`src/rtl/oven_ctrl.sv`:
```
// Oven cooking sequencer.
// Captures the requested cook time, pulses the timer load, runs/pauses the
// countdown and drives heater, lamp and buzzer. Every output is a registered
// Moore decode of the state (and, for the buzzer, of the beep counters).
module oven_ctrl #(
  parameter int BEEP_CYCLES = 25000000,  // clocks per buzzer on-phase and per off-phase
  parameter int BEEP_COUNT  = 3          // beeps sounded in DONE
) (
  input  logic       clk,
  input  logic       rst_n,
  input  logic       btn_start,
  input  logic       btn_stop,
  input  logic       door_open,
  input  logic [3:0] time_sel,
  input  logic       timer_timeout,
  output logic       timer_load,
  output logic       timer_run,
  output logic [3:0] set_timer,
  output logic       heater,
  output logic       lamp,
  output logic       buzzer,
  output logic [2:0] state
);

  localparam int PW = (BEEP_CYCLES > 1) ? $clog2(BEEP_CYCLES) : 1;
  localparam int BW = ((2 * BEEP_COUNT) > 1) ? $clog2(2 * BEEP_COUNT) : 1;
  localparam logic [PW-1:0] PHASE_LAST = PW'(BEEP_CYCLES - 1);
  localparam logic [BW-1:0] BEEP_LAST  = BW'(2 * BEEP_COUNT - 1);

  typedef enum logic [2:0] {
    S_IDLE  = 3'd0,
    S_LOAD  = 3'd1,
    S_COOK  = 3'd2,
    S_PAUSE = 3'd3,
    S_DONE  = 3'd4
  } state_t;

  state_t          r_state;
  state_t          w_state_nxt;
  logic [PW-1:0]   r_phase;
  logic [PW-1:0]   w_phase_nxt;
  logic [BW-1:0]   r_beep;
  logic [BW-1:0]   w_beep_nxt;
  logic            r_btn_start_q;
  logic            r_btn_stop_q;
  logic            w_start_e;
  logic            w_stop_e;
  logic            w_accept;
  logic            w_done_end;
  logic [3:0]      r_set_timer;
  logic            r_timer_load;
  logic            r_timer_run;
  logic            r_heater;
  logic            r_lamp;
  logic            r_buzzer;

  // Rising-edge detection on the two buttons.
  assign w_start_e  = btn_start & ~r_btn_start_q;
  assign w_stop_e   = btn_stop  & ~r_btn_stop_q;
  assign w_accept   = w_start_e & ~door_open & (time_sel != 4'd0);
  assign w_done_end = (r_beep == BEEP_LAST) && (r_phase == PHASE_LAST);

  // Next-state decode.
  always_comb begin
    // NOTE: every combinational output gets a default first so no path
    // leaves it unassigned, which would otherwise infer a latch.
    w_state_nxt = r_state;
    case (r_state)
      S_IDLE:  if (w_accept) w_state_nxt = S_LOAD;
      S_LOAD:  w_state_nxt = S_COOK;
      S_COOK: begin
        if (timer_timeout)  w_state_nxt = S_DONE;
        else if (w_stop_e)  w_state_nxt = S_IDLE;
        else if (door_open) w_state_nxt = S_PAUSE;
      end
      S_PAUSE: begin
        if (w_stop_e)                    w_state_nxt = S_IDLE;
        else if (w_start_e & ~door_open) w_state_nxt = S_COOK;
      end
      S_DONE: begin
        if (w_stop_e | door_open) w_state_nxt = S_IDLE;
        else if (w_done_end)      w_state_nxt = S_IDLE;
      end
      default: w_state_nxt = S_IDLE;  // codes 5-7 recover
    endcase
  end

  // Beep phase/count sequencing; both counters sit at 0 outside DONE.
  always_comb begin
    w_phase_nxt = '0;
    w_beep_nxt  = '0;
    if (r_state == S_DONE) begin
      if (r_phase == PHASE_LAST) begin
        w_phase_nxt = '0;
        w_beep_nxt  = (r_beep == BEEP_LAST) ? '0 : r_beep + 1'b1;
      end else begin
        w_phase_nxt = r_phase + 1'b1;
        w_beep_nxt  = r_beep;
      end
    end
  end

  // State, counters, button history and time capture.
  always_ff @(posedge clk or negedge rst_n) begin
    // NOTE: sequential state uses non-blocking assignments so every flop
    // samples the pre-edge values regardless of statement order.
    if (!rst_n) begin
      r_state       <= S_IDLE;
      r_phase       <= '0;
      r_beep        <= '0;
      r_btn_start_q <= 1'b1;  // a button held through reset yields no edge
      r_btn_stop_q  <= 1'b1;
      r_set_timer   <= 4'd0;
    end else begin
      r_state       <= w_state_nxt;
      r_phase       <= w_phase_nxt;
      r_beep        <= w_beep_nxt;
      r_btn_start_q <= btn_start;
      r_btn_stop_q  <= btn_stop;
      if ((r_state == S_IDLE) && w_accept) r_set_timer <= time_sel;
    end
  end

  // Registered Moore outputs, decoded from the state being entered so they
  // line up with the state register.
  always_ff @(posedge clk or negedge rst_n) begin
    if (!rst_n) begin
      r_timer_load <= 1'b0;
      r_timer_run  <= 1'b0;
      r_heater     <= 1'b0;
      r_lamp       <= 1'b0;
      r_buzzer     <= 1'b0;
    end else begin
      r_timer_load <= (w_state_nxt == S_LOAD);
      r_timer_run  <= (w_state_nxt == S_COOK);
      r_heater     <= (w_state_nxt == S_COOK);
      r_lamp       <= (w_state_nxt == S_COOK) || (w_state_nxt == S_PAUSE) ||
                      (w_state_nxt == S_DONE);
      r_buzzer     <= (w_state_nxt == S_DONE) && !w_beep_nxt[0];
    end
  end

  assign timer_load = r_timer_load;
  assign timer_run  = r_timer_run;
  assign set_timer  = r_set_timer;
  assign heater     = r_heater;
  assign lamp       = r_lamp;
  assign buzzer     = r_buzzer;
  assign state      = r_state;

endmodule

```
`config.mk`:
```
export PLATFORM = sky130hd
export DESIGN_NAME = oven_ctrl
export DESIGN_NICKNAME = d
export VERILOG_FILES = /design/src/rtl/oven_ctrl.sv
export SDC_FILE = /design/constraint.sdc
export NUM_CORES = 1
export LEC_CHECK = 0
export CORE_MARGIN = 1.5
export CORE_UTILIZATION = 55
export DETAILED_ROUTE_END_ITERATION = 7
export GPL_TIMING_DRIVEN = 0
export PLACE_DENSITY = 0.76
export SYNTH_ARGS = -nofsm -noshare
export SYNTH_HDL_FRONTEND = slang
export SYNTH_SLANG_ARGS = --single-unit
```
`constraint.sdc`:
```
create_clock -name clk -period 2.6 [get_ports clk]
set_clock_uncertainty 0.05 [all_clocks]
set_input_delay 0.78 -clock clk [delete_from_list [all_inputs] [get_ports clk]]
set_output_delay 0.78 -clock clk [all_outputs]
set_load 0.02 [all_outputs]
```
==> results of run 1 <==
==> worst max-delay path, stage by stage (launching register included) <==
cell and delay [ps]:
dfrtp_1 430, or4b_1 510, or4_1 550, buf_2 190, or4_1 490, and3b_1 200
==> what timing repair did <==
| item | CTS | global route |
|---|---|---|
| buffers inserted | 0 | 0 |
| resized for setup | 0 | 3 |
| endpoints found under the setup margin | 0 | 19 |
==> cell usage in the layout (no fill, tap or decap), types with 4 or more instances in the layout <==
| master | n |
|---|---|
| or4_1 | 10 |
| or3_1 | 9 |
| nand3_1 | 12 |
| inv_1 | 7 |
| nor2_1 | 14 |
| clkbuf_4 | 6 |
| o31ai_1 | 6 |
| clkdlybuf4s50_1 | 20 |
| a21oi_1 | 16 |
| nand2_1 | 11 |
| o21ai_0 | 10 |
| xor2_1 | 7 |
| clkbuf_1 | 4 |
| nand4_1 | 7 |
| dfrtp_1 | 39 |
| mux2_2 | 4 |
==> cell families after synthesis <==
kind of cell,Yosys count
xor gates and xnor gates,10
muxes,6
AOI/OAI and AO/OA,37
and+or+nand+nor,86
DFF,41
buffers and inverters,14
adders and majority gates,1
==> cell usage after synthesis <==
library cell	n
a211o_1	1
a21oi_1	16
and2_1	1
and3_1	3
and3b_1	1
and4_1	2
buf_2	2
buf_4	1
clkbuf_1	3
clkbuf_2	1
dfrtp_1	39
dfstp_2	2
ha_1	1
inv_1	7
mux2_2	4
mux2i_1	2
nand2_1	11
nand2b_1	2
nand3_1	12
nand3b_1	1
nand4_1	7
nor2_1	14
nor2b_1	2
nor3_1	3
nor3b_1	1
nor4_1	2
o211ai_1	1
o21ai_0	10
o21ai_2	1
o31ai_1	6
o32a_1	1
o41ai_1	1
or2_2	2
or3_1	9
or3_2	1
or3b_2	1
or4_1	10
or4b_1	1
xnor2_1	3
xor2_1	7
==> worst max-delay path by stage <==
stage | start | depth (start not counted) | slack, ps | to
2_1_floorplan | r_phase[10] | 5 | 270 | buzzer
3_3_place_gp | rst_n | 1 | -200 | r_phase[19]
3_5_place_dp | door_open | 5 | -170 | set_timer[1]
4_1_cts | r_phase[10] | 6 | 80 | r_phase[3]
5_1_grt | r_phase[10] | 5 | 20 | buzzer
6_report | r_phase[9] | 5 | 90 | buzzer
==> where the power goes <==
part	switching [mW]	internal, mW
clock network	0.198	0.103
registers	0.0565	0.716
logic	0.274	0.242
==> metal layers <==
layer  share of wire  wire length (um)  up-vias  global-route usage
li1                -                 -      771                   -
met1            0.44              1810      766               0.273
met2            0.49              2020       55               0.399
met3           0.053               217        4              0.0595
met4           0.010                41        0              0.0750
met5               0                 0        -                   0
==> through the flow <==
stage	power, mW	util	TNS (ps)	setup WS, ps
finish	1.59	0.674	0	88.6
global route	1.68	0.674	0	18.5
CTS	1.60	0.671	0	81.0
detailed placement	1.30	0.656	-809	-174
global placement	1.28	0.657	-8510	-201
floorplan	1.06	-	0	269
==> sequential cells by signal, indices dropped and copies added (netlist names) <==
name,cells
r_phase,25
set_timer,4
r_beep,3
state,3
buzzer,1
heater,1
lamp,1
r_btn_start_q,1
r_btn_stop_q,1
timer_load,1
==> cell type report <==
type                       count  area (um^2)  area share
buffer                         7         36.3      0.0159
clock buffer                   6         41.3      0.0181
clock inverter                 2         10.0     0.00438
inverter                       7         26.3      0.0115
multi-input combinational    140          878       0.385
sequential                    41         1030       0.450
tap                           46         57.6      0.0252
timing repair buffer          21          205      0.0899
==> impl_metrics.tcl, run 1 <==
set metrics [dict create \
    wl_per_cell_um 15.1 \
    cts.path.max_buffers 2 \
    reg2reg_slack_ps 90 \
    detailed_place_hpwl_mm 2.87 \
    ys_ff_latch 41 \
    max_slew_margin 0.409 \
    r2r_cells 5 \
    syn_to_final_growth_pct 16.5 \
    worstPathRequired_ps 2800 \
    rsz0062_at_grt "no" \
    p_per_area_mw_per_mm2 696 \
    cts_tree "built" \
    hold_buffers 0 \
    synth_simple_gate_area_share 0.248 \
    worst_pin_slew_ps 886 \
    clk-insertion-delay-late_ps 350 \
    synth_top_family_by_area "simple AND/OR/NAND/NOR gates" \
    synth-xor-area-share 0.0447 \
    drc 0 \
    min_to "r_phase[0]" \
    final_area_mm2 0.00228 \
    r2r-start "r_phase[9]" \
    synthCells 195 \
    cp_max_fo 7 \
    nFillCells 269 \
    finalHoldViolCount 0 \
    numCtsBuffers 5 \
    detail_route.first_pass.iterations 4 \
    synth_compound_area_frac 0.112 \
    period_share 0.966 \
    grt_pass1_wl_mm 7.10 \
    root_buffer "clkbuf_4" \
    coreArea_mm2 0.00339 \
    yosysUniqueCellTypes 40 \
    final_cell_count_no_fill 270 \
    num_antenna_cells 0 \
    via_per_inst 5.91 \
    grt_util_all_layers 0.228 \
    overflow 0 \
    antenna_found_initial 0 \
    synth_area_mm2 0.00196 \
    syn_area_per_cell_um2 10.0 \
    yosysTopAreaCell "dfrtp_1" \
    fmax_mhz 398 \
    antenna_left 0 \
    min_period_ps 2510 \
    place_area_mm2 0.00222 \
    grt_pass1_vias 1608 \
    whs_ps 462 \
    fp.dieArea_mm2 0.00393 \
    drt_wl_total_mm 4.08 \
    synth-adder-area-share 0.00639 \
    syn_nets 206 \
    maxCapViolCount 0 \
    gp_congestion 0.817 \
    die_h_um 62.7 \
    dp.cells 262 \
    status "finished clean" \
    port_buffers 21 \
    min_from "r_phase[0]" \
    ys_warn_count 0 \
    cp-start-kind "flip-flop" \
    clock_sinks 41 \
    synth.top_cell.area_share 0.498 \
    num_vias 1596 \
    ioPinCount 22 \
    path_clk_slew_ps 120 \
    synth.mux.area_fraction 0.0332 \
    grt_max_degree 42 \
    hold_class "reg -> reg" \
    cp.arrival_ps 2710 \
    rows 21 \
    r2r-end "buzzer" \
    die_w_um 62.7 \
    yosys-top-cells-area "dfrtp_1 (50%), a21oi_1 (4.1%), or4_1 (3.8%)" \
    ys_seq_area_frac 0.525 \
    p_leak_nw 0.893 \
    drive_gt1_frac 0.103 \
    endpoint_kind "flip-flop" \
    critPathKind "reg -> reg" \
    hold_depth 1 \
    final_nets 234 \
    ir_drop_mv 0.353 \
    setup_viol 0 \
    slew_viol_final 0 \
    initial_core_util 0.578 \
    first_iter_violations 117 \
    htree_levels 2 \
]
Note: power is estimated with default switching activity, not from simulation.
==> inputs of run 2 (changes only) <==
--- a/config.mk
+++ b/config.mk
@@ -10,6 +10,7 @@
 export DETAILED_ROUTE_END_ITERATION = 7
 export GPL_TIMING_DRIVEN = 0
 export PLACE_DENSITY = 0.76
+export SKIP_CTS_REPAIR_TIMING = 1
 export SYNTH_ARGS = -nofsm -noshare
 export SYNTH_HDL_FRONTEND = slang
 export SYNTH_SLANG_ARGS = --single-unit
==> results of run 2 <==
The final DEF is identical to that of run 1; final timing and power are the same.
==> inputs of run 3 (changes only) <==
--- a/config.mk
+++ b/config.mk
@@ -5,6 +5,7 @@
 export SDC_FILE = /design/constraint.sdc
 export NUM_CORES = 1
 export LEC_CHECK = 0
+export CORE_ASPECT_RATIO = 0.8
 export CORE_MARGIN = 1.5
 export CORE_UTILIZATION = 55
 export DETAILED_ROUTE_END_ITERATION = 7
==> run 3 against run 2 <==
Power increased by 14%; final cell count decreased by 1.5%; flip-flop and latch count unchanged; sequential power about the same; count of clock-buffer cells in the layout increased by 1; first-iteration DRC count increased by 54%; critical path depth unchanged; critical path type is now in -> reg; critical endpoint is now set_timer[3]; largest power group unchanged.
==> impl_metrics.tcl, run 3 (same netlist as run 1, synthesis figures left out) <==
set metrics [dict create \
    drive_gt1_frac 0.103 \
    rows 19 \
    p_leak_nw 0.919 \
    maxCapViolCount 0 \
    endpoint_kind "flip-flop" \
    p_total_mw 1.82 \
    detail_route.first_pass.iterations 4 \
    grt_util_all_layers 0.219 \
    numCtsBuffers 5 \
    finalHoldViolCount 0 \
    grt_pass1_wl_mm 7.00 \
    clock_sinks 41 \
    ioPinCount 22 \
    num_antenna_cells 0 \
    htree_levels 2 \
    syn_to_final_growth_pct 19.5 \
    max_slew_margin 0.418 \
    cp_max_fo 6 \
    coreArea_mm2 0.00342 \
    power.switching_uw 548 \
    cts.path.max_buffers 2 \
    via_per_inst 6.09 \
    max_stage_delay_ps 540 \
    clk-insertion-delay-late_ps 290 \
    place_area_mm2 0.00222 \
    min_period_ps 2520 \
    antenna_found_initial 0 \
    worst-path-buf-inv 2 \
    gp_congestion 0.919 \
    internal-power_mw 1.27 \
    root_buffer "clkbuf_8" \
    clkPwrFrac 0.289 \
    setup_viol 0 \
    num_vias 1621 \
    cp.arrival_ps 2640 \
    dp.cells 258 \
    detailed_place_hpwl_mm 2.84 \
    final_common_cell "dfrtp_1" \
    critPathKind "in -> reg" \
    fp.dieArea_mm2 0.00393 \
    combPwrFrac 0.284 \
    fmax_mhz 397 \
    final_nets 234 \
    largest_register_ffs 25 \
    grt_max_degree 42 \
    cp_top_family "simple AND/OR/NAND/NOR gates" \
    first_iter_violations 180 \
    p_per_area_mw_per_mm2 776 \
    grt_pass1_vias 1549 \
    final_cell_count_no_fill 266 \
    drc 0 \
    overflow 0 \
    antenna_left 0 \
    worstPathRequired_ps 2730 \
    slew_viol_final 0 \
    swShare 0.302 \
    rsz0062_at_grt "no" \
    final_cell_mix "dfrtp_1 (39), clkdlybuf4s50_1 (20), a21oi_1 (16), nor2_1 (14), nand3_1 (12)" \
    worst_pin_slew_ps 874 \
    period_share 0.968 \
    cp-start-kind "input pin" \
    final_util 0.684 \
    path_clk_slew_ps 80 \
    final_area_mm2 0.00234 \
    slowest_stage "or4_1" \
    initial_core_util 0.572 \
    ir_drop_mv 0.500 \
    nFillCells 272 \
    drt_wl_total_mm 4.08 \
    hold_class "reg -> reg" \
    whs_ps 460 \
    port_buffers 21 \
    path_cells "clkdlybuf4s50_1 -> or4_1 -> or3_1 -> clkbuf_1 -> mux2_2" \
    largest_register "r_phase" \
    die_h_um 56.4 \
    die_w_um 69.7 \
    wl_per_cell_um 15.3 \
    status "finished clean" \
    cts_tree "built" \
    pwr-share-seq 0.427 \
]
run 3: per-layer routing:
metal	wire, um	share of wire	vias up	global-route usage
met5	0	0	-	0
met4	29	0.0071	0	0.0604
met3	166	0.041	4	0.0485
met2	1980	0.49	40	0.356
met1	1900	0.47	808	0.300
li1	-	-	769	-
run 3: worst paths after layout:
check,slack (ps),startpoint,endpoint,cells after the start
max reg2reg,110,r_phase[10],buzzer,5
min reg2reg,460,set_timer[3],set_timer[3],1
min,460,set_timer[3],set_timer[3],1
min in group asynchronous,560,rst_n,r_beep[2],1
max in group asynchronous,1410,rst_n,r_phase[11],1
max,80,door_open,set_timer[3],5
run 3: cell type report:
type | count | area (um^2) | share of cell area
repair buffers | 21 | 205 | 0.0877
plain buffers | 7 | 33.8 | 0.0144
inverters | 7 | 26.3 | 0.0112
well taps | 42 | 52.6 | 0.0224
flip-flops and latches | 41 | 1030 | 0.439
multi-input cells | 140 | 878 | 0.375
clock buffers | 7 | 86.3 | 0.0369
clock inverters | 1 | 30.0 | 0.0128
run 3: stage by stage:
step	setup TNS [ps]	setup slack, ps
final	0	84.0
after global placement	-8480	-201
after floorplan	0	269
after detailed placement	-929	-192
after global routing	0	15.8
after CTS	0	90.9
run 3: power groups by stage:
stage	registers [mW]	logic, mW	clock network (mW)
after global routing	0.786	0.554	0.558
after detailed placement	0.787	0.510	0
after CTS	0.776	0.512	0.534
after global placement	0.783	0.503	0
after floorplan	0.865	0.196	0
final	0.776	0.515	0.526
run 3: worst register-to-register path: stages, from the launching register on:
cell	delay, ps
dfrtp_1	430
or4b_1	520
or4_1	530
clkbuf_2	190
or4_1	470
and3b_1	180
